[src/rtl/hazard_forward_ctrl.sv]
// hazard_forward_ctrl: load-use stall/bubble and registered EX forwarding selects; HAZARD_PERF_CNT_EN adds perf counters.
module hazard_forward_ctrl #(
  parameter int NUM_REGS = 32
) (
  input  logic                        clk,
  input  logic                        rst,
  input  logic                        id_valid,
  input  logic [$clog2(NUM_REGS)-1:0] id_rs1,
  input  logic [$clog2(NUM_REGS)-1:0] id_rs2,
  input  logic                        id_uses_rs1,
  input  logic                        id_uses_rs2,
  input  logic [$clog2(NUM_REGS)-1:0] id_rd,
  input  logic                        id_regwrite,
  input  logic                        id_is_load,
  input  logic                        mem_stall,
  input  logic                        flush,
  output logic [1:0]                  ex_fwd_sel1,
  output logic [1:0]                  ex_fwd_sel2,
  output logic                        stall_if_id,
  output logic                        bubble_ex
`ifdef HAZARD_PERF_CNT_EN
  ,
  output logic [31:0]                 perf_load_use_cnt,
  output logic [31:0]                 perf_fwd_cnt
`endif
);
  localparam int W = $clog2(NUM_REGS);
  logic         ex_v, ex_rw, ex_ld, mem_v, mem_rw;
  logic [W-1:0] ex_rd, mem_rd;
  logic         adv, load_use, bub, ex_hit, mem_hit;
  logic [1:0]   nsel1, nsel2;
  // Slots that never forward (x0 or no write) are masked up front.
  always_comb begin
    adv         = !mem_stall;
    ex_hit      = ex_v & ex_rw & (|ex_rd);
    mem_hit     = mem_v & mem_rw & (|mem_rd);
    load_use    = id_valid & ex_hit & ex_ld &
                  ((id_uses_rs1 & (id_rs1 == ex_rd)) | (id_uses_rs2 & (id_rs2 == ex_rd)));
    bub         = flush | load_use | !id_valid;
    nsel1       = bub ? 2'd0 :
                  (ex_hit & id_uses_rs1 & (ex_rd == id_rs1)) ? 2'd2 :
                  (mem_hit & id_uses_rs1 & (mem_rd == id_rs1)) ? 2'd1 : 2'd0;
    nsel2       = bub ? 2'd0 :
                  (ex_hit & id_uses_rs2 & (ex_rd == id_rs2)) ? 2'd2 :
                  (mem_hit & id_uses_rs2 & (mem_rd == id_rs2)) ? 2'd1 : 2'd0;
    stall_if_id = mem_stall | (load_use & !flush);
    bubble_ex   = adv & (load_use | flush);
  end
  always_ff @(posedge clk) begin
    if (rst) begin
      ex_v        <= 1'b0;
      ex_rw       <= 1'b0;
      ex_ld       <= 1'b0;
      ex_rd       <= '0;
      mem_v       <= 1'b0;
      mem_rw      <= 1'b0;
      mem_rd      <= '0;
      ex_fwd_sel1 <= 2'd0;
      ex_fwd_sel2 <= 2'd0;
    end else if (adv) begin
      mem_v       <= ex_v;
      mem_rw      <= ex_rw;
      mem_rd      <= ex_rd;
      ex_v        <= !bub;
      ex_rw       <= id_regwrite & !bub;
      ex_ld       <= id_is_load & !bub;
      ex_rd       <= id_rd;
      ex_fwd_sel1 <= nsel1;
      ex_fwd_sel2 <= nsel2;
    end
  end
`ifdef HAZARD_PERF_CNT_EN
  always_ff @(posedge clk) begin
    if (rst) begin
      perf_load_use_cnt <= '0;
      perf_fwd_cnt      <= '0;
    end else if (adv) begin
      perf_load_use_cnt <= perf_load_use_cnt + {31'd0, load_use & !flush};
      perf_fwd_cnt      <= perf_fwd_cnt + {31'd0, (|nsel1) | (|nsel2)};
    end
  end
`endif
endmodule

[config.mk]
export PLATFORM = sky130hd
export DESIGN_NAME = hazard_forward_ctrl
export DESIGN_NICKNAME = d
export VERILOG_FILES = /design/src/rtl/hazard_forward_ctrl.sv
export SDC_FILE = /design/constraint.sdc
export NUM_CORES = 1
export LEC_CHECK = 0
export ABC_AREA = 1
export CAP_MARGIN = 30
export CORE_MARGIN = 2
export CORE_UTILIZATION = 51
export DETAILED_ROUTE_END_ITERATION = 8
export GPL_TIMING_DRIVEN = 1
export PLACE_DENSITY = 0.87
export SETUP_SLACK_MARGIN = 0.1
export SLEW_MARGIN = 30
export SYNTH_ARGS = -nofsm -noshare
export SYNTH_HDL_FRONTEND = slang
export SYNTH_SLANG_ARGS = --single-unit
[constraint.sdc]
create_clock -name clk -period 2.2 [get_ports clk]
set_input_delay 0.22 -clock clk [delete_from_list [all_inputs] [get_ports clk]]
set_output_delay 0.22 -clock clk [all_outputs]
set_load 0.02 [all_outputs]
==> results of run 1 <==
## registers in the layout, summed over array words and instances, names as in the netlist
name	cells
mem_v	1
mem_rd	5
ex_v	1
ex_fwd_sel2	2
ex_rw	1
ex_fwd_sel1	2
ex_rd	5
mem_rw	1
ex_ld	1
## report_power, final
part | leakage [nW] | internal, mW | switching (mW)
Sequential | 0.156 | 0.359 | 0.0162
Combinational | 0.515 | 0.0797 | 0.0909
Clock | 0.0177 | 0.0679 | 0.121
## logic make-up after synthesis
| logic type | synth area share |
|---|---|
| AOI/OAI and AO/OA | 0.1330 |
| buffers and inverters | 0.09978 |
| DFF | 0.3370 |
| and+or+nand+nor | 0.4302 |
## layout make-up
| class | count | area, µm² | share of cell area |
|---|---|---|---|
| clock buffers | 3 | 22.52 | 0.01485 |
| clock inverters | 1 | 5.005 | 0.003300 |
| inverters | 25 | 93.84 | 0.06188 |
| multi-input cells | 141 | 635.6 | 0.4191 |
| flip-flops and latches | 19 | 381.6 | 0.2517 |
| well taps | 28 | 35.03 | 0.02310 |
| repair buffers | 36 | 342.8 | 0.2261 |
## worst max-delay path by stage
| stage | startpoint | endpoint | slack, ns | cells past startpoint |
|---|---|---|---|---|
| after detailed placement | id_rs1[0] | stall_if_id | -0.09 | 10 |
| final | id_rs1[0] | stall_if_id | 0.16 | 10 |
| after CTS | ex_rd[0]$_SDFFE_PP0N_ | stall_if_id | 0.18 | 9 |
| after floorplan | ex_rd[0]$_SDFFE_PP0N_ | stall_if_id | 0.75 | 8 |
| after global placement | id_rs1[0] | stall_if_id | 0.005 | 10 |
| after global routing | ex_rd[4]$_SDFFE_PP0N_ | stall_if_id | 0.09 | 9 |
## layer usage
metal  vias to the layer above  GRT usage  share of wire
met1                       600     0.3125           0.43
met3                         8    0.02632          0.057
met4                         0     0.1486          0.020
met2                        45     0.4264           0.49
met5                         -          0              0
li1                        670          -              -
## worst max-delay path: stages
cell	delay, ns
clkdlybuf4s50_1	0.50
inv_1	0.08
nand2_1	0.07
nand2_1	0.06
nor2_1	0.13
nand3_2	0.09
nand2_1	0.11
nand2_2	0.06
o21ai_1	0.17
clkdlybuf4s15_1	0.33
## stage by stage
step                      setup WS [ns]  instance area, µm²  std cells
after floorplan                  0.7473                1129        190
after detailed placement       -0.09179                1488        249
final                            0.1582                1516        253
after CTS                        0.1795                1514        253
after global placement         0.004848                1488        249
after global routing            0.09490                1516        253
## synthesized netlist by cell type (all sizes together)
master	n	area, µm²
nand2	73	276.5
nor2	30	120.1
inv	25	93.84
dfxtp	19	380.4
a21oi	12	60.06
a211oi	10	75.07
nand4	7	43.79
nand3	6	45.04
clkbuf	5	18.77
o21ai	3	15.01
==> flow_results.org, run 1 <==
** Min path
- Min-Delay Endpoint :: ex_rd[0]$_SDFFE_PP0N_
- Depth of the worst hold-timing path :: 3
- Hold/Removal Path Class :: input port to flop
- The startpoint identified for the worst hold timing path is id_rd[0].

** Setup path
- Crit path kind :: input port to output port
- Startpoint kind of the worst setup timing path :: input port
- In this run the critical register-to-register path is captured at ex_fwd_sel1[1]$_SDFFE_PP0N_.
- In this run the worst path has a maximum fanout of 3.
- The worst setup path is captured at an output port.
- Worst reg2reg setup slack :: 0.74 ns
- STA puts the critical path data required time at 1.98 ns.
- Path depth of the worst reg2reg path :: 10
- Start of the worst register-to-register path :: ex_rd[4]$_SDFFE_PP0N_
- Worst EP arrival :: 1.82 ns

** Clocking
- Cell at the root of the clock tree :: clkbuf_4
- Buffers added to address setup during post-CTS repair amount to 0.
- For this design, the sink count on the clock tree is 19.
- After clock tree synthesis, the clock-pin slew on the worst setup and hold paths is 0.12 ns.
- Hold repair after CTS inserted 0 buffers.
- Clock latency on the worst-skew pair, taken at its later pin, is 0.31 ns.
- TritonCTS built the clock tree.
- Number of buffers on the longest clock path :: 2
- Clock buffer count from CTS :: 3
- Once the clock tree was built, the resizer swapped 3 gates to a different size.
- In this run the number of H-tree levels came out at 1.

** Drt
- Final WL :: 2938 µm
- Vias per inst :: 5.229
- The routed layout has 1323 vias.
- The detailed router finished its first iteration with 41 violations.
- DR WL/cell :: 11.61 µm
- Post-route antenna net violation count :: 0
- DR DRC count :: 0
- Before antenna repair, the detailed router went through 4 iterations.

** STA
- The worst pin sits at a relative slew slack of 0.5266.
- Setup total negative slack on the finished layout was measured at 0 ns.
- Count of final max-slew check failures :: 0
- Total count of hold-check failures in the final report :: 0
- Final clock period utilization by the worst path :: 0.9281
- Setup violations remaining at the end of the flow were counted as 0.
- Worst Hold Margin :: 0.4572 ns
- Setup repair after global routing could not meet its margin everywhere.
- At the pin with the least slew margin, the transition time is 0.7079 ns.
- The worst path needs 2.042 ns of the cycle, external delays included.
- Across the routed clock network, the largest skew measured is 0.005573 ns.
- Highest clock rate :: 489.8 MHz

** Run
- Max-Cap Viols :: 0

** Layout
- Most common cell after layout, fill and taps aside :: nand2_1
- The library cells used most frequently in the layout, excluding fill and tap cells, are nand2_1 (72), nor2_1 (27), clkdlybuf4s50_1 (27).
- For this run, the share of the core covered by cells in the final layout is 0.7059.
- The final layout contains 250 nets.
- Count of fill cells added during filler insertion :: 193
- Fraction of final layout cells sized beyond drive strength 1 :: 0.1289
- Relative to the synthesized area, the layout overhead comes to 34.37%.
- Diodes inserted :: 0

** Die
- Top-level port count :: 30
- Die Outline Area :: 2605 µm²
- Starting utilization of the core area :: 0.5253
- Measured along the y axis, the die boundary spans 51.04 µm.
- The floorplan step defined a core boundary enclosing 2148 µm².
- Core Rows :: 17
- The floorplan step set the die width to 51.04 µm.

** Logic synthesis
- Synth unique cells :: 15
- Sequential area share after synthesis :: 0.3370
- Synthesized net count :: 214
- For this run, the number of Yosys warnings is 0.
- Synthesis handed over a netlist of 190 instances.
- FF+latch count, synth :: 19
- A synthesized cell averages 5.940 µm².
- The synthesized netlist occupies a cell area of 1129 µm².

** Status
- The flow ran to the end, and the final reports show no timing, DRC or antenna violations.

** Global route
- The number of global-route vias before repair was 1264.
- Global-route total usage across every layer :: 0.2537
- First-pass GRT wire length :: 5016 µm
- Maximum number of pins on one net before global-route repair :: 20
- Number of antenna violations at the first check in global routing :: 0
- The total overflow left after global routing is 0.

** Pwr
- Dividing total power by cell area gives a power density of 484.6 nW/µm².
- Overall Power :: 0.7348 mW
- Leakage power summed over all cells :: 0.6885 nW
- Worst IR drop on VDD :: 310.7 µV

** Place
- Post-detail-place hpwl :: 2285 µm
- At the end of routability-driven placement, the weighted congestion stood at 0.8745.
- Quantity of I/O buffers inserted on ports :: 29
Note: power is estimated with default switching activity, not from simulation.
==> run 2, diff against run 1 <==
Settings changed: CAP_MARGIN 30 to 20.
==> results of run 2 <==
Same layout as run 1: the final DEF is identical, and so are final timing and power.
==> run 3, diff against run 2 <==
Settings changed: ABC_AREA 1 to not set, CORE_UTILIZATION 51 to 49.
==> run 3 against run 2 <==
  * Total power is 4.7% lower
  * Via count shrank 29%
  * Count of clock-buffer cells in the layout did not move
==> flow_results.org, run 3 <==
** Status
- The run finished with clean final reports.

** Logic synthesis
- The synthesized netlist cell count was 104 (-45%).
- By area the synthesized netlist is led by dfxtp_1 (38%), mux2i_1 (12%), xor2_1 (10%).
- Most used flip-flop cell after synthesis :: dfxtp_1
- Sorting the synthesized cells by how often they occur yields dfxtp_1 (19), nor2_1 (13), mux2i_1 (12), xor2_1 (12).
- The number of warnings reported in the yosys synthesis log is 0 (unchanged).
- Synth unique cells :: 27 (+12)
- Biggest area consumer among synthesized cells :: dfxtp_1
- The mean area per synthesized cell came to 9.649 µm² (+62%).
- Synthesized net count :: 128 (-40%)
- Area share of the largest cell type after synthesis :: 0.3791 (+0.04202)
- Fraction of registers with async set/reset :: 0 (unchanged)
- Sequential area share after synthesis :: 0.3791 (+0.04202)
- The number of enable-type register cells in the synthesized netlist is 0 (unchanged).
- Post-Synthesis Cell Area :: 1003 µm² (-11%)
- The flop and latch count out of synthesis was 19 (unchanged).
- dfxtp_1 is the most common cell in the netlist.

** Pwr
- The power share of the combinational group came to 0.222 (-0.010).
- The power dissipated by switching net loads is 0.1876 mW (-18%).
- Switching portion of total power :: 0.2677 (-0.04275)
- The clock share of power came to 0.249 (-0.008).
- Worst IR drop on VDD :: 478.6 µV (+54%)
- Overall Power :: 0.7005 mW (-4.7%)
- The sequential fraction of design power is 0.529 (+0.018).
- The internal power component came to 0.5130 mW (+1.2%).
- The total leakage power was 0.6491 nW (-5.7%).
- Power per standard cell area :: 471.7 nW/µm² (-2.7%)

** STA
- Setup slack after layout :: 0.1551 ns (-0.003137 ns)
- Setup repair after global routing left no endpoint under its margin.
- Highest clock rate :: 489.0 MHz (-0.15%)
- The minimum clock period after layout was 2.045 ns (+0.003137 ns).
- The number of endpoints failing setup at the final stage is 0 (unchanged).
- The worst clock skew came to 0.007809 ns (+0.002236 ns).
- The final-report max-slew violation count was 0 (unchanged).
- Total count of hold-check failures in the final report :: 0 (unchanged)
- The remaining max-slew budget at the tightest pin came to 0.6766 (+0.1500).
- Pin slew with the least headroom to its limit :: 0.4841 ns (-0.2238 ns)
- Final clock period utilization by the worst path :: 0.9295 (+0.001426)

** Global route
- The initial antenna violation count was 0 (unchanged).
- Global-route total usage across every layer :: 0.2283 (-0.02539)
- The number of global-route vias before repair is 971 (-23%).
- The wire length of the first global-routing pass is 4257 µm (-15%).
- The residual overflow from global routing was 0 (unchanged).
- Maximum number of pins on one net before global-route repair :: 14 (-30%)

** Setup path
- The critical path goes through clkdlybuf4s50_1, xnor2_1, nand4_1, nor3_4, o2111ai_2, a21oi_2, buf_4.
- Crit path kind :: input port to output port
- The largest driver fanout on the critical path was 4 (+1).
- Slowest stage delay, CP :: 0.50 ns (about the same)
- The worst setup path is launched from an input port.
- Buffers and inverters on the worst path :: 2 (-1)
- Grouping stages by cell kind, the critical path spends the most delay in buffers and inverters.
- Worst endpoint required time :: 1.98 ns (about the same)
- Cell type of the slowest stage on the worst timing path :: clkdlybuf4s50_1
- Worst EP arrival :: 1.82 ns (about the same)
- The worst setup path is captured at an output port.

** Clocking
- The number of clock buffers inserted by TritonCTS came to 3 (unchanged).
- The clock transition at the registers of the reported paths is 0.11 ns (about the same).
- Cell at the root of the clock tree :: clkbuf_4
- Clock tree from TritonCTS :: yes
- The clock latency on the worst-skew pair came to 0.30 ns (about the same).
- The number of clock sinks seen by CTS came to 19 (unchanged).
- The CTS H-tree depth was 1 (unchanged).
- The largest buffer count on any clock path came to 2 (unchanged).

** Drt
- The DRC violation total after the first TritonRoute iteration was 10 (-76%).
- The residual DRC count came to 0 (unchanged).
- Final WL :: 2605 µm (-11%)
- DR WL/cell :: 14.80 µm (+27%)
- The number of vias in the routed layout is 943 (-29%).
- Detailed Routing Iterations Pass 1 :: 4 (unchanged)
- The number of nets with antenna violations after routing is 0 (unchanged).
- The per-cell via count in the routed design was 5.358 (+2.5%).

** Layout
- Count of fill cells added during filler insertion :: 148 (-23%)
- Area added between synthesis and finish :: 48.00%
- The final core utilization is 0.7648 (+0.05894).
- The number of antenna cells inserted came to 0 (unchanged).
- Register Area :: 386.6 µm² (+1.3%)
- The final net count is 174 (-30%).
- The area of the multi-input gates was 625.6 µm² (-1.6%).
- Largest registers :: ex_rd x5, mem_rd x5
- Fraction of final layout cells sized beyond drive strength 1 :: 0.2282 (+0.09930)
- Most frequent cells in the layout :: clkdlybuf4s50_1 (26), buf_4 (18), dfxtp_1 (16)
- Most common cell after layout, fill and taps aside :: clkdlybuf4s50_1

** Place
- Gp weighted congestion :: 0.8722 (-0.26%)
- Post-detail-place hpwl :: 2044 µm (-11%)
- The placement-stage worst setup slack was -0.3054 ns (-0.2136 ns).
- Quantity of I/O buffers inserted on ports :: 29 (unchanged)

** Die
- The die outline height came to 49.26 µm (-3.5%).
- Starting utilization of the core area :: 0.5168 (-0.008582)
- Area of the core :: 1942 µm² (-9.6%)
- Core Rows :: 16 (-1)
- Die W :: 49.26 µm (-3.5%)
- Top-level port count :: 30 (unchanged)
- The floorplan die area was 2426 µm² (-6.9%).

** Run
- Max-Cap Viols :: 0 (unchanged)

** Min path
- Hold/Removal Path Class :: flop to flop
## run 3: cell count changes after synthesis, moves of 10 or more
| cell | previous run | this run |
|---|---|---|
| inv_2 | 10 | 0 |
| xor2_1 | 0 | 12 |
| a21oi_1 | 12 | 1 |
| nor2_1 | 27 | 13 |
| nand2_1 | 72 | 8 |
| mux2i_1 | 0 | 12 |
| inv_1 | 15 | 1 |
| a211oi_1 | 10 | 0 |
## run 3: layout make-up
type / instances / area share
Multi-Input combinational cell: 80 / 0.4212
Timing Repair Buffer: 45 / 0.2746
Sequential cell: 19 / 0.2603
Tap cell: 27 / 0.02275
Clock buffer: 3 / 0.01516
Clock inverter: 1 / 0.003370
Inverter: 1 / 0.002527
## run 3: worst paths after layout
| kind | start | end | slack [ns] | depth (start not counted) |
|---|---|---|---|---|
| min reg2reg | ex_fwd_sel1[1]$_SDFFE_PP0N_ | ex_fwd_sel1[1]$_SDFFE_PP0N_ | 0.45 | 2 |
| max | id_rs1[1] | bubble_ex | 0.16 | 7 |
| max reg2reg | ex_rd[2]$_SDFFE_PP0N_ | ex_rw$_SDFFE_PP0N_ | 0.57 | 6 |
| min | ex_fwd_sel1[1]$_SDFFE_PP0N_ | ex_fwd_sel1[1]$_SDFFE_PP0N_ | 0.45 | 2 |
## run 3: worst min-delay path, cell delays in order (launching register included)
cell	delay, ns
dfxtp_1	0.33
nand2_1	0.05
nand2_1	0.04
## run 3: cells by family after synthesis
group | after synthesis | synth area share
mux | 12 | 0.1197
flops | 19 | 0.3790
compound gates | 13 | 0.1172
xor+xnor | 20 | 0.1746
buf+inv | 5 | 0.02120
simple gates | 35 | 0.1883
## run 3: power groups by stage
stage | Combinational (mW) | Sequential [mW] | Clock, mW
final | 0.155 | 0.371 | 0.174
after global placement | 0.142 | 0.377 | 0
after detailed placement | 0.148 | 0.378 | 0
after global routing | 0.167 | 0.373 | 0.197
after CTS | 0.152 | 0.370 | 0.182
after floorplan | 0.0678 | 0.374 | 0
## run 3: what timing repair did
action | 4_1_cts | 5_1_grt
resized for setup | 10 | 9
endpoints found under the setup margin | 2 | 2
hold buffers | 0 | 0
buffers inserted | 0 | 1
pin swaps | 0 | 5
## run 3: routing by layer
| metal | global-route usage | vias to the layer above | share of wire |
|---|---|---|---|
| met5 | 0 | - | 0 |
| met4 | 0.08571 | 0 | 0.018 |
| met3 | 0.05215 | 6 | 0.028 |
| met2 | 0.4122 | 20 | 0.54 |
| met1 | 0.2576 | 455 | 0.41 |
| li1 | - | 462 | - |
## run 3: stage by stage
step,cells,instance area (µm²),hold slack (ns),TNS [ns]
4_1_cts,175,1468,0.4510,0
2_1_floorplan,104,1003,0.2924,0
3_5_place_dp,171,1423,0.4361,-0.5600
5_1_grt,176,1485,0.4865,0
6_report,176,1485,0.4504,0
3_3_place_gp,171,1423,0.4264,-0.3974
